===== config.mk =====
export PLATFORM = sky130hd
export DESIGN_NAME = step_controller
export DESIGN_NICKNAME = d
export VERILOG_FILES = /design/src/rtl/step_controller.sv
export SDC_FILE = /design/constraint.sdc
export NUM_CORES = 1
export LEC_CHECK = 0
export BUFFER_PORTS_ARGS = -buffer_cell sky130_fd_sc_hd__buf_2
export CAP_MARGIN = 25
export CORE_MARGIN = 2
export CORE_UTILIZATION = 49
export CTS_CLUSTER_DIAMETER = 30
export DETAILED_ROUTE_END_ITERATION = 16
export GPL_TIMING_DRIVEN = 0
export PLACE_DENSITY = 0.76
export SETUP_SLACK_MARGIN = 0.05
export SLEW_MARGIN = 20
export SYNTH_ARGS = -nofsm -noshare
export SYNTH_HDL_FRONTEND = slang
export SYNTH_SLANG_ARGS = --single-unit

===== constraint.sdc =====
create_clock -name clk -period 2.55 [get_ports clk]
set_clock_uncertainty 0.2 [all_clocks]
set_input_delay 0.51 -clock clk [delete_from_list [all_inputs] [get_ports clk]]
set_output_delay 0.51 -clock clk [all_outputs]
set_load 0.005 [all_outputs]

===== src/rtl/step_controller.sv =====
`default_nettype none
// step_controller: CPU clock-step generator (MANUAL / AUTO / BURST) with
// debounced buttons and an address breakpoint that halts free runs. Rev 1.0
module step_controller #(
   parameter int DIV_WIDTH       = 18,
   parameter int BURST_WIDTH     = 8,
   parameter int ADDR_WIDTH      = 16,
   parameter int DEBOUNCE_CYCLES = 1000
) (
   input  logic                   clk,
   input  logic                   reset,
   input  logic                   step_btn,
   input  logic                   mode_btn,
   input  logic [DIV_WIDTH-1:0]   div_limit,
   input  logic [BURST_WIDTH-1:0] run_count,
   input  logic                   bp_enable,
   input  logic [ADDR_WIDTH-1:0]  bp_addr,
   input  logic [ADDR_WIDTH-1:0]  addr,
   output logic                   step_pulse,
   output logic [1:0]             mode,
   output logic                   busy,
   output logic                   halted_bp,
   output logic [BURST_WIDTH-1:0] steps_remaining
);

   localparam int CNT_W = (DEBOUNCE_CYCLES > 1) ? $clog2(DEBOUNCE_CYCLES) : 1;
   localparam logic [CNT_W-1:0] CNT_LAST = CNT_W'(DEBOUNCE_CYCLES - 1);

   logic [1:0] raw_btn;
   logic [1:0] press;
   logic       step_press;
   logic       mode_press;

   assign raw_btn = {mode_btn, step_btn};

   // Index 0 is the step button, index 1 the mode button.
   for (genvar g = 0; g < 2; g++) begin : g_btn
      logic             sync_a;
      logic             sync_b;
      logic             level;
      logic             level_d;
      logic [CNT_W-1:0] stable_cnt;

      always_ff @(posedge clk) begin
         if (reset) begin
            sync_a     <= 1'b0;
            sync_b     <= 1'b0;
            level      <= 1'b0;
            level_d    <= 1'b0;
            stable_cnt <= '0;
         end else begin
            sync_a  <= raw_btn[g];
            sync_b  <= sync_a;
            level_d <= level;
            if (sync_b != level) begin
               if (stable_cnt == CNT_LAST) begin
                  level      <= sync_b;
                  stable_cnt <= '0;
               end else begin
                  stable_cnt <= stable_cnt + 1'b1;
               end
            end else begin
               stable_cnt <= '0;
            end
         end
      end

      assign press[g] = level & ~level_d;
   end

   // A simultaneous mode press swallows the step press.
   assign mode_press = press[1];
   assign step_press = press[0] & ~press[1];

   typedef enum logic [1:0] {
      S_MANUAL     = 2'd0,
      S_AUTO       = 2'd1,
      S_BURST_IDLE = 2'd2,
      S_BURST_RUN  = 2'd3
   } state_t;

   state_t                 state;
   state_t                 state_next;
   logic [DIV_WIDTH-1:0]   div_cnt;
   logic [DIV_WIDTH-1:0]   div_next;
   logic [BURST_WIDTH-1:0] steps_next;
   logic                   pulse_q;
   logic                   pulse_next;
   logic                   halted_next;
   logic                   busy_next;
   logic [1:0]             mode_next;
   logic                   slot;
   logic                   bp_hit;

   // >= rather than == so a live drop of div_limit below the count cannot
   // send the divider round the full counter range.
   assign slot   = (div_cnt >= div_limit);
   assign bp_hit = bp_enable && (addr == bp_addr);

   always_comb begin
      state_next  = state;
      div_next    = '0;
      steps_next  = steps_remaining;
      pulse_next  = 1'b0;
      halted_next = halted_bp;
      case (state)
         S_MANUAL: begin
            if (mode_press) begin
               state_next = S_AUTO;
            end else if (step_press) begin
               pulse_next  = 1'b1;
               halted_next = 1'b0;
            end
         end
         S_AUTO: begin
            if (mode_press) begin
               state_next = S_BURST_IDLE;
            end else begin
               div_next = slot ? '0 : div_cnt + 1'b1;
               if (slot) begin
                  if (bp_hit) begin
                     halted_next = 1'b1;
                     state_next  = S_MANUAL;
                  end else begin
                     pulse_next = 1'b1;
                  end
               end
            end
         end
         S_BURST_IDLE: begin
            if (mode_press) begin
               state_next = S_MANUAL;
            end else if (step_press && (run_count != '0)) begin
               steps_next  = run_count;
               halted_next = 1'b0;
               state_next  = S_BURST_RUN;
            end
         end
         S_BURST_RUN: begin
            if (mode_press) begin
               state_next = S_MANUAL;
               steps_next = '0;
            end else if (steps_remaining == '0) begin
               // busy stays up through the final pulse and drops here.
               state_next = S_BURST_IDLE;
            end else begin
               div_next = slot ? '0 : div_cnt + 1'b1;
               if (slot) begin
                  if (bp_hit) begin
                     halted_next = 1'b1;
                     state_next  = S_MANUAL;
                  end else begin
                     pulse_next = 1'b1;
                     steps_next = steps_remaining - 1'b1;
                  end
               end
            end
         end
         default: state_next = S_MANUAL;
      endcase

      case (state_next)
         S_AUTO:       mode_next = 2'd1;
         S_BURST_IDLE: mode_next = 2'd2;
         S_BURST_RUN:  mode_next = 2'd2;
         default:      mode_next = 2'd0;
      endcase
      busy_next = (state_next == S_BURST_RUN);
   end

   always_ff @(posedge clk) begin
      if (reset) begin
         state           <= S_MANUAL;
         div_cnt         <= '0;
         steps_remaining <= '0;
         pulse_q         <= 1'b0;
         halted_bp       <= 1'b0;
         mode            <= 2'd0;
         busy            <= 1'b0;
      end else begin
         state           <= state_next;
         div_cnt         <= div_next;
         steps_remaining <= steps_next;
         pulse_q         <= pulse_next;
         halted_bp       <= halted_next;
         mode            <= mode_next;
         busy            <= busy_next;
      end
   end

   // Gate with reset so no enable escapes in the cycle reset is raised.
   assign step_pulse = pulse_q & ~reset;

endmodule
`default_nettype wire


==> flow_metrics.py, run 1 <==
metrics = {
    "pwr": {
        "power.share.clock_pct": 44.8,
        "power.switching_uw": 444,
        "p_sw_share_pct": 22.5,
        "pwr-share-comb_pct": 6.7,
        "p_int_mw": 1.53,
        "powerDensity_nw_per_um2": 467,
        "ir_worst_vdd_v": 0.000307,
        "seqPwrFrac_pct": 48.5,
        "p_leak_nw": 1.80,
    },
    "worst_setup_path": {
        "arrival_ns": 2.47,
        "end_kind": "flop",
        "crit_type": "flop to flop",
        "critPathBufInv": 3,
        "crit_path_top_delay_cell": "dfxtp_1",
        "crit_required_ns": 2.55,
        "path_cells": "ha_1, nand4_1, nor3_2, o311ai_2, buf_4, buf_4, a31o_4, buf_12, a211oi_2, a211oi_2",
        "regToRegSetupSlack_ns": 0.08,
        "endpoint": "steps_remaining[1]$_SDFFE_PP0P_",
        "worst-path-max-fanout": 10,
        "max_stage_delay_ns": 0.35,
        "critPathTopFamily": "compound AO/OA/AOI/OAI gates",
        "r2r_start": "div_cnt[9]$_SDFF_PP0_",
        "path_depth": 10,
        "crit_path_start_kind": "flop",
        "worstRegToRegCells": 10,
        "reg2reg_to": "steps_remaining[1]$_SDFFE_PP0P_",
        "startpoint": "div_cnt[9]$_SDFF_PP0_",
    },
    "cts": {
        "clock_path_buffers": 2,
        "cts_tree": "done",
        "numCtsBuffers": 9,
        "insertion_delay_ns": 0.33,
        "cts_root_buf": "clkbuf_8",
        "cts_sinks": 61,
        "cts_max_level": 3,
        "path_clk_slew_ns": 0.07,
    },
    "place": {
        "portBuffers": 74,
        "dp.cells": 559,
        "detailed_place_hpwl_mm": 5.46,
        "place.gp.congestion": 0.934,
        "placed_cell_area_um2": 3880,
    },
    "timing": {
        "setup_viol": 0,
        "slew_headroom_pct": 65.8,
        "rsz0062_at_grt": "true",
        "tns_ns": 0,
        "fin_crit_ns": 2.47,
        "worst_pin_slew_ns": 0.513,
        "hold_violations": 0,
        "fin_crit_sh_pct": 96.9,
        "max_freq_mhz": 405,
        "maxSlewViolCount": 0,
    },
    "synthesis": {
        "synth_area_per_cell_um2": 8.39,
        "seq_area_frac_synth_pct": 35.9,
        "ys_warn_count": 0,
        "ys_types": 51,
        "synth-main-ff-cell": "dfxtp_1",
        "synth_area_um2": 3400,
        "synthArstFlopShare_pct": 0,
        "synth_top_area_cell": "dfxtp_1",
        "netlist.area_leader.share_pct": 35.9,
        "syn_nets": 491,
        "synth_seq_cells": 61,
        "synth_cells": 405,
        "synth_area_leaders": "dfxtp_1, ha_1, xor2_1, nor2_1, xnor2_1",
        "synth-edff-count": 0,
    },
    "floorplan": {
        "start_util_pct": 50.3,
        "num_rows": 30,
        "core-area_um2": 6760,
        "die-area_um2": 7620,
        "die_w_um": 87.3,
        "die_y_um": 87.3,
        "ios": 76,
    },
    "global_routing": {
        "grt_usage_pct": 19.9,
        "gr-total-overflow": 0,
        "grt_pass1_vias": 2933,
        "grt_pass1_wl_mm": 12.1,
        "grt_max_degree": 12,
        "antenna_found_initial": 0,
    },
    "route": {
        "vias_per_cell": 5.29,
        "drc": 0,
        "ant_nets": 0,
        "first_pass_iters": 4,
        "drtIter0Drc": 111,
        "wirelength_mm": 7.42,
        "wl_per_cell_um": 12.7,
        "num_vias": 3091,
    },
    "finish": {
        "final_cell_area_um2": 4220,
        "drive_above_1_share_pct": 25.6,
        "layout.cells.non_filler": 584,
        "final_nets": 585,
        "area_delta_synth_final_pct": 24.2,
        "antennaDiodeCount": 0,
    },
    "status": {
        "status": "completed",
    },
    "job": {
        "maxCapViolations": 0,
    },
    "min_path": {
        "min-delay-path-class": "input pin to flop",
    },
}
==> state kept, by name, summed over array words and instances, names as in the netlist, 2 cells and up <==
| register | flops |
|---|---|
| g_btn.sync_b | 2 |
| state | 2 |
| g_btn.sync_a | 2 |
| steps_remaining | 8 |
| div_cnt | 18 |
| g_btn.stable_cnt | 20 |
| mode | 2 |
| g_btn.level_d | 2 |
| g_btn.level | 2 |
==> per-stage QoR <==
step                      power, mW  setup slack (ns)  util, %  hold WS, ns
after global routing           2.06           -0.0135     62.5        0.197
after detailed placement       1.11            -0.402     57.4        0.229
after global placement         1.10            -0.363     57.4        0.220
final                          1.97            0.0790     62.5        0.215
after CTS                      1.98            0.0574     60.8        0.201
after floorplan                1.04            0.0603        -        0.213
==> power by group through the flow <==
stage,registers [mW],clock network [mW],logic [mW]
final,0.957,0.883,0.132
after global routing,0.957,0.952,0.148
after CTS,0.958,0.898,0.129
after detailed placement,0.980,0,0.128
after global placement,0.979,0,0.124
after floorplan,0.979,0,0.0623
==> logic make-up after synthesis <==
kind of cell | count (synthesis) | synth area share, %
fa+ha+maj | 23 | 8.47
xor+xnor | 51 | 13.1
buf+inv | 36 | 4.93
mux | 4 | 1.18
compound gates | 53 | 10.5
flops | 61 | 35.9
simple gates | 177 | 25.8
==> repair_timing <==
item / 4_1_cts / 5_1_grt
gates resized for setup: 1 / 14
hold buffers: 0 / 0
endpoints found under the setup margin: 24 / 25
pin swaps: 1 / 2
setup buffers: 2 / 7
gates cloned: 0 / 0
==> cells in the final DEF, fill, tap and decap left out, drive strengths merged, types with 2 or more instances in the layout <==
| cell | Yosys | layout |
|---|---|---|
| or3 | 2 | 2 |
| buf | 4 | 87 |
| clkinvlp | 0 | 2 |
| nor4b | 2 | 2 |
| mux2i | 4 | 4 |
| nor2b | 10 | 10 |
| and2 | 2 | 2 |
| o21ai | 12 | 12 |
| a221oi | 3 | 3 |
| a211oi | 7 | 7 |
| xnor2 | 24 | 24 |
| or2 | 5 | 5 |
| nand4 | 6 | 6 |
| and3 | 10 | 10 |
| nor3 | 16 | 16 |
| nand2b | 3 | 3 |
| nor4 | 4 | 4 |
| inv | 26 | 26 |
| nand3 | 17 | 17 |
| nor3b | 2 | 2 |
| ha | 23 | 23 |
| dfxtp | 61 | 61 |
| or4 | 5 | 5 |
| clkinv | 0 | 2 |
| clkbuf | 6 | 17 |
| xor2 | 27 | 27 |
| nand2 | 34 | 34 |
| nor2 | 57 | 57 |
| a21oi | 20 | 20 |
==> cell usage after synthesis (all sizes together) (2+ instances only) <==
cell type,count
inv,26
o21ai,12
or2,5
xnor2,24
or3,2
nand3,17
nor2b,10
nor4,4
ha,23
nand2,34
dfxtp,61
a211oi,7
nand2b,3
mux2i,4
nor2,57
nor4b,2
nor3b,2
buf,4
a221oi,3
nor3,16
and3,10
nand4,6
clkbuf,6
xor2,27
a21oi,20
or4,5
and2,2
==> how the worst min path moves through the flow <==
stage / startpoint / end / slack, ns / cells after the start
6_report: step_btn / g_btn[0].sync_a$_SDFF_PP0_ / 0.21 / 2
5_1_grt: step_btn / g_btn[0].sync_a$_SDFF_PP0_ / 0.20 / 2
4_1_cts: step_btn / g_btn[0].sync_a$_SDFF_PP0_ / 0.20 / 2
3_5_place_dp: g_btn[1].stable_cnt[0]$_SDFF_PP0_ / g_btn[1].stable_cnt[0]$_SDFF_PP0_ / 0.23 / 1
3_3_place_gp: g_btn[0].sync_a$_SDFF_PP0_ / g_btn[0].sync_b$_SDFF_PP0_ / 0.22 / 1
2_1_floorplan: g_btn[0].stable_cnt[0]$_SDFF_PP0_ / g_btn[0].stable_cnt[0]$_SDFF_PP0_ / 0.21 / 1
==> worst register-to-register path: cells and delay by family, from the launching register on <==
kind | cells | cell delay (ns)
AOI/OAI and AO/OA | 4 | 0.63
DFF | 1 | 0.35
adders and majority gates | 1 | 0.32
and+or+nand+nor | 2 | 0.40
buffers and inverters | 3 | 0.44
==> routing by layer <==
metal | track usage [%] | vias to the layer above | wire, um
li1 | - | 1567 | -
met1 | 23.4 | 1411 | 3200
met2 | 34.2 | 101 | 3660
met3 | 4.64 | 12 | 439
met4 | 9.09 | 0 | 127
met5 | 0 | - | 0
==> cell type report <==
cell class              instances  area (um^2)
inverters                      26         97.6
flip-flops and latches         61         1230
clock buffers                  11          151
plain buffers                  10         73.8
multi-input cells             308         2070
repair buffers                 83          438
clock inverters                 5         58.8
well taps                      80          100
fillers                       581         2530
No activity file was read; power rests on OpenSTA's default activity.
==> inputs of run 2 (changes only) <==
--- a/constraint.sdc
+++ b/constraint.sdc
@@ -4,2 +4,2 @@
 set_output_delay 0.51 -clock clk [all_outputs]
-set_load 0.005 [all_outputs]
+set_load 0.1 [all_outputs]
==> run 2 against run 1 <==
  * First-iteration DRC count down 6.3%
  * Worst setup slack gained 0.091 ns
  * Die area stayed put
  * Wire length is 3.9% lower
  * Utilization down 1.7 points
  * Final area fell by 2.7%
  * Sequential power about the same
  * Count of clock-buffer cells in the layout is 2 higher
  * Cell count decreased by 0.86%
  * Non-clock buffer count fell by 5
  * Critical path depth is 1 lower
  * Largest cell class unchanged
  * Highest routed layer unchanged
==> flow_metrics.py, run 2 (same netlist as run 1, synthesis figures left out) <==
metrics = {
    "worst_setup_path": {
        "regToRegSetupSlack_ns": 0.17,
        "path_cells": "ha_1, nand4_1, nor3_1, o311ai_2, buf_4, a31o_4, buf_12, a211oi_2, a211oi_2",
        "crit_required_ns": 2.54,
        "crit_path_start_kind": "flop",
        "critPathTopFamily": "compound AO/OA/AOI/OAI gates",
        "crit_path_top_delay_cell": "dfxtp_2",
        "startpoint": "div_cnt[7]$_SDFF_PP0_",
        "end_kind": "flop",
        "worst-path-max-fanout": 10,
        "worstRegToRegCells": 9,
        "crit_type": "flop to flop",
        "cpMostUsedCell": "a211oi_2",
        "r2r_start": "div_cnt[7]$_SDFF_PP0_",
        "critPathBufInv": 2,
        "arrival_ns": 2.37,
        "reg2reg_to": "steps_remaining[1]$_SDFFE_PP0P_",
        "path_depth": 9,
        "max_stage_delay_ns": 0.34,
    },
    "cts": {
        "cts_sinks": 61,
        "insertion_delay_ns": 0.34,
        "cts_max_level": 3,
        "path_clk_slew_ns": 0.07,
        "numCtsBuffers": 9,
        "cts_hold_buf": 0,
        "clock_path_buffers": 2,
        "cts_tree": "done",
        "cts_root_buf": "clkbuf_8",
    },
    "finish": {
        "top_regs": "g_btn.stable_cnt: 20 flops, div_cnt: 18 flops, steps_remaining: 8 flops",
        "mostFrequentLayoutCell": "buf_2",
        "max_flop_register": "g_btn.stable_cnt",
        "final_core_util_pct": 60.8,
        "antennaDiodeCount": 0,
        "drive_above_1_share_pct": 24.2,
        "final_nets": 580,
        "most-common-layout-cells": "buf_2, nor2_1, dfxtp_1",
        "largest_reg_flops": 20,
        "area_delta_synth_final_pct": 20.9,
    },
    "timing": {
        "setup_viol": 0,
        "fin_crit_ns": 2.38,
        "maxSlewViolCount": 0,
        "hold_violations": 0,
        "max_freq_mhz": 420,
        "slew_headroom_pct": 64.7,
        "fin_crit_sh_pct": 93.3,
        "tns_ns": 0,
        "worst_pin_slew_ns": 0.529,
        "rsz0062_at_grt": "true",
    },
    "min_path": {
        "worstHoldStart": "step_btn",
        "min-delay-path-class": "input pin to flop",
        "min_path_cells": 2,
        "whs_endpoint": "g_btn[0].sync_a$_SDFF_PP0_",
    },
    "floorplan": {
        "die-area_um2": 7620,
        "start_util_pct": 50.3,
        "die_y_um": 87.3,
        "ios": 76,
        "num_rows": 30,
        "core-area_um2": 6760,
        "die_w_um": 87.3,
    },
    "route": {
        "drc": 0,
        "vias_per_cell": 5.23,
        "num_vias": 3026,
        "wl_per_cell_um": 12.3,
        "first_pass_iters": 5,
        "ant_nets": 0,
        "wirelength_mm": 7.13,
        "drtIter0Drc": 104,
    },
    "global_routing": {
        "grt_pass1_vias": 2953,
        "gr-total-overflow": 0,
        "grt_pass1_wl_mm": 12.2,
        "grt_usage_pct": 20.0,
        "antenna_found_initial": 0,
        "grt_max_degree": 11,
    },
    "pwr": {
        "pwr-share-comb_pct": 7.2,
        "powerDensity_nw_per_um2": 433,
        "power.share.clock_pct": 39.1,
        "ir_worst_vdd_v": 0.000260,
        "p_sw_share_pct": 23.2,
        "seqPwrFrac_pct": 53.7,
        "power.switching_uw": 413,
        "p_int_mw": 1.37,
        "p_leak_nw": 1.78,
    },
    "status": {
        "status": "completed",
    },
    "place": {
        "detailed_place_hpwl_mm": 5.57,
        "portBuffers": 74,
        "place.gp.congestion": 0.895,
    },
    "job": {
        "maxCapViolations": 0,
    },
}
==> run 2: changes by cell type in the layout (fill, tap and decap cells not counted), moves of 2 or more <==
| cell | before | now |
|---|---|---|
| clkinvlp_4 | 2 | 0 |
| ha_4 | 2 | 0 |
| buf_4 | 9 | 4 |
| ha_1 | 21 | 23 |
| clkbuf_8 | 11 | 9 |
| clkinv_1 | 0 | 2 |
| clkbuf_1 | 5 | 9 |
| dfxtp_2 | 3 | 9 |
| dfxtp_1 | 57 | 50 |
==> run 2: power by group through the flow <==
stage / logic [mW] / registers, mW / clock network [mW]
floorplan: 0.0625 / 0.977 / 0
global placement: 0.124 / 0.977 / 0
detailed placement: 0.129 / 0.977 / 0
CTS: 0.130 / 0.956 / 0.714
global route: 0.145 / 0.956 / 0.757
finish: 0.129 / 0.956 / 0.695
==> run 2: final cells by class <==
type                            count  area, um^2
Fill cell                         607        2650
Multi-Input combinational cell    308        2050
Sequential cell                    61        1240
Timing Repair Buffer               78         400
Clock buffer                       13         139
Tap cell                           80         100
Inverter                           26        97.6
Buffer                             10        73.8
Clock inverter                      3        12.5
==> run 2: worst max-delay path by stage <==
stage	end
after global placement	div_cnt[6]$_SDFF_PP0_
final	steps_remaining[1]$_SDFFE_PP0P_
after global routing	steps_remaining[1]$_SDFFE_PP0P_
after floorplan	steps_remaining[1]$_SDFFE_PP0P_
after CTS	div_cnt[9]$_SDFF_PP0_
after detailed placement	div_cnt[11]$_SDFF_PP0_
==> run 2: repair_timing <==
item / in CTS / in global routing
setup buffers: 2 / 2
pin swaps: 1 / 2
gates cloned: 0 / 0
endpoints found under the hold margin: 0 / 0
resized for setup: 2 / 9
setup endpoints to repair: 26 / 18
==> run 2: layer usage <==
metal	wire length, um	vias to the layer above	GRT usage (%)
met1	3160	1377	23.2
met5	0	-	0
met3	379	8	6.92
met2	3520	80	35.1
met4	70	0	5.03
li1	-	1561	-
==> run 2: through the flow <==
| step | hold slack, ns | cells | setup WS, ns | instance area, um^2 | power, mW |
|---|---|---|---|---|---|
| CTS | 0.211 | 577 | 0.0694 | 4070 | 1.80 |
| global route | 0.223 | 579 | 0.0383 | 4110 | 1.86 |
| global placement | 0.221 | 559 | -0.419 | 3890 | 1.10 |
| detailed placement | 0.227 | 559 | -0.430 | 3890 | 1.11 |
| floorplan | 0.213 | 405 | 0.0568 | 3420 | 1.04 |
| finish | 0.214 | 579 | 0.170 | 4110 | 1.78 |
==> inputs of run 3 (changes only) <==
CORE_ASPECT_RATIO = 1.4   (was unset)
CORE_UTILIZATION = 50   (was 49)
PLACE_DENSITY = 0.75   (was 0.76)
RECOVER_POWER = 50   (was unset)
clock period = 3 ns   (was 2.55 ns; I/O delays follow)
==> run 3 against run 2 <==
  * First-iteration DRC count shrank 15%
  * Worst hold slack improved by 0.024 ns
  * Cell count decreased by 1.7%
  * Sequential power is 15% lower
  * Flip-flop and latch count unchanged
  * Critical path type unchanged
  * Largest cell class unchanged
==> flow_metrics.py, run 3 (same netlist as run 1, synthesis figures left out) <==
metrics = {
    "timing": {
        "worst_pin_slew_ns": 1.17,
        "slew_headroom_pct": 22.2,
        "max_freq_mhz": 382,
        "fin_ws_ns": 0.385,
        "setup_viol": 0,
        "maxSlewViolCount": 0,
        "fin_crit_sh_pct": 87.2,
        "rsz0062_at_grt": "false",
        "hold_violations": 0,
        "tns_ns": 0,
        "fin_crit_ns": 2.62,
    },
    "place": {
        "portBuffers": 74,
        "dp.cells": 553,
        "place.gp.congestion": 0.861,
        "preCtsSetupSlack_ns": -0.0972,
        "detailed_place_hpwl_mm": 5.56,
    },
    "floorplan": {
        "die_y_um": 102,
        "num_rows": 35,
        "start_util_pct": 51.7,
        "die-area_um2": 7480,
        "ios": 76,
        "core-area_um2": 6570,
        "die_w_um": 73.7,
    },
    "route": {
        "drc": 0,
        "num_vias": 3015,
        "first_pass_iters": 4,
        "drtIter0Drc": 88,
        "vias_per_cell": 5.30,
        "wirelength_mm": 7.01,
        "wl_per_cell_um": 12.3,
        "ant_nets": 0,
    },
    "job": {
        "maxCapViolations": 0,
    },
    "finish": {
        "fillers": 595,
        "antennaDiodeCount": 0,
        "area_delta_synth_final_pct": 20.4,
        "final_core_util_pct": 62.3,
        "mostFrequentLayoutCell": "buf_2",
        "final_nets": 576,
        "top_regs": "g_btn.stable_cnt: 20 flops, div_cnt: 18 flops, steps_remaining: 8 flops",
        "most-common-layout-cells": "buf_2, dfxtp_1, nor2_1",
        "drive_above_1_share_pct": 20.0,
        "max_flop_register": "g_btn.stable_cnt",
        "largest_reg_flops": 20,
        "layout.cells.non_filler": 569,
    },
    "worst_setup_path": {
        "startpoint": "div_cnt[0]$_SDFF_PP0_",
        "crit_required_ns": 3.07,
        "reg2reg_to": "div_cnt[8]$_SDFF_PP0_",
        "worstRegToRegCells": 11,
        "worst-path-max-fanout": 10,
        "crit_path_start_kind": "flop",
        "endpoint": "div_cnt[8]$_SDFF_PP0_",
        "crit_type": "flop to flop",
        "r2r_start": "div_cnt[0]$_SDFF_PP0_",
        "crit_path_top_delay_cell": "o311ai_2",
        "arrival_ns": 2.69,
        "regToRegSetupSlack_ns": 0.38,
        "path_cells": "inv_1, ha_1, nand2b_1, a21oi_1, nor3_1, o311ai_2, nand3_1, or2_1, buf_4, buf_6, nor2_1",
        "end_kind": "flop",
        "max_stage_delay_ns": 0.46,
    },
    "cts": {
        "cts_root_buf": "clkbuf_8",
        "clock_path_buffers": 2,
        "cts_setup_buffers": 0,
        "post_cts_resized": 0,
        "numCtsBuffers": 9,
        "cts_max_level": 3,
        "cts_tree": "done",
        "cts_sinks": 61,
        "insertion_delay_ns": 0.33,
        "cts_hold_buf": 0,
        "path_clk_slew_ns": 0.07,
    },
    "status": {
        "status": "completed",
    },
    "global_routing": {
        "grt_max_degree": 11,
        "grt_pass1_vias": 3014,
        "grt_usage_pct": 20.7,
        "grt_pass1_wl_mm": 12.3,
        "gr-total-overflow": 0,
        "antenna_found_initial": 0,
    },
    "pwr": {
        "p_leak_nw": 1.73,
        "ir_worst_vdd_v": 0.000266,
        "powerDensity_nw_per_um2": 424,
    },
    "min_path": {
        "min-delay-path-class": "flop to flop",
    },
}
[run 3: critical path: cells and delay by family, from the launching register on]
| kind | cells | cell delay (ns) |
|---|---|---|
| fa+ha+maj | 1 | 0.26 |
| simple gates | 5 | 0.73 |
| compound gates | 2 | 0.60 |
| flops | 1 | 0.39 |
| buf+inv | 3 | 0.37 |
[run 3: final cells by class]
| cell class | count | area [um^2] | share of cell area (%) |
|---|---|---|---|
| Clock buffer | 12 | 155 | 3.79 |
| Multi-Input combinational cell | 308 | 2030 | 49.5 |
| Sequential cell | 61 | 1220 | 29.8 |
| Timing Repair Buffer | 74 | 359 | 8.78 |
| Tap cell | 74 | 92.6 | 2.26 |
| Inverter | 26 | 97.6 | 2.39 |
| Clock inverter | 4 | 70.1 | 1.71 |
| Buffer | 10 | 70.1 | 1.71 |
[run 3: stage by stage]
step           hold WS, ns  area (um^2)  power (mW)
2_1_floorplan        0.213         3400       0.885
3_3_place_gp         0.224         3860       0.938
3_5_place_dp         0.229         3860       0.941
4_1_cts              0.239         4090        1.76
5_1_grt              0.252         4090        1.82
6_report             0.239         4090        1.73
[run 3: worst min path at each step]
stage | slack [ns] | to | from | cells after the start
2_1_floorplan | 0.21 | g_btn[0].stable_cnt[0]$_SDFF_PP0_ | g_btn[0].stable_cnt[0]$_SDFF_PP0_ | 1
3_3_place_gp | 0.22 | g_btn[1].sync_b$_SDFF_PP0_ | g_btn[1].sync_a$_SDFF_PP0_ | 1
3_5_place_dp | 0.23 | g_btn[0].stable_cnt[0]$_SDFF_PP0_ | g_btn[0].stable_cnt[0]$_SDFF_PP0_ | 1
4_1_cts | 0.24 | g_btn[0].stable_cnt[0]$_SDFF_PP0_ | g_btn[0].stable_cnt[0]$_SDFF_PP0_ | 1
5_1_grt | 0.25 | g_btn[0].stable_cnt[0]$_SDFF_PP0_ | g_btn[0].stable_cnt[0]$_SDFF_PP0_ | 1
6_report | 0.24 | g_btn[0].stable_cnt[0]$_SDFF_PP0_ | g_btn[0].stable_cnt[0]$_SDFF_PP0_ | 1
[run 3: layer usage]
layer  share of wire [%]  vias to the layer above  track usage [%]
met2                  52                       73             36.4
met3                 4.6                       13             5.67
met5                   0                        -                0
li1                    -                     1553                -
met4                 2.2                        0             10.2
met1                  42                     1376             22.3
[run 3: power by group]
| part | switching [mW] | total [mW] | internal [mW] |
|---|---|---|---|
| Clock | 0.302 | 0.812 | 0.511 |
| Sequential | 0.00146 | 0.815 | 0.813 |
| Combinational | 0.0514 | 0.108 | 0.0564 |
| Total | 0.354 | 1.73 | 1.38 |
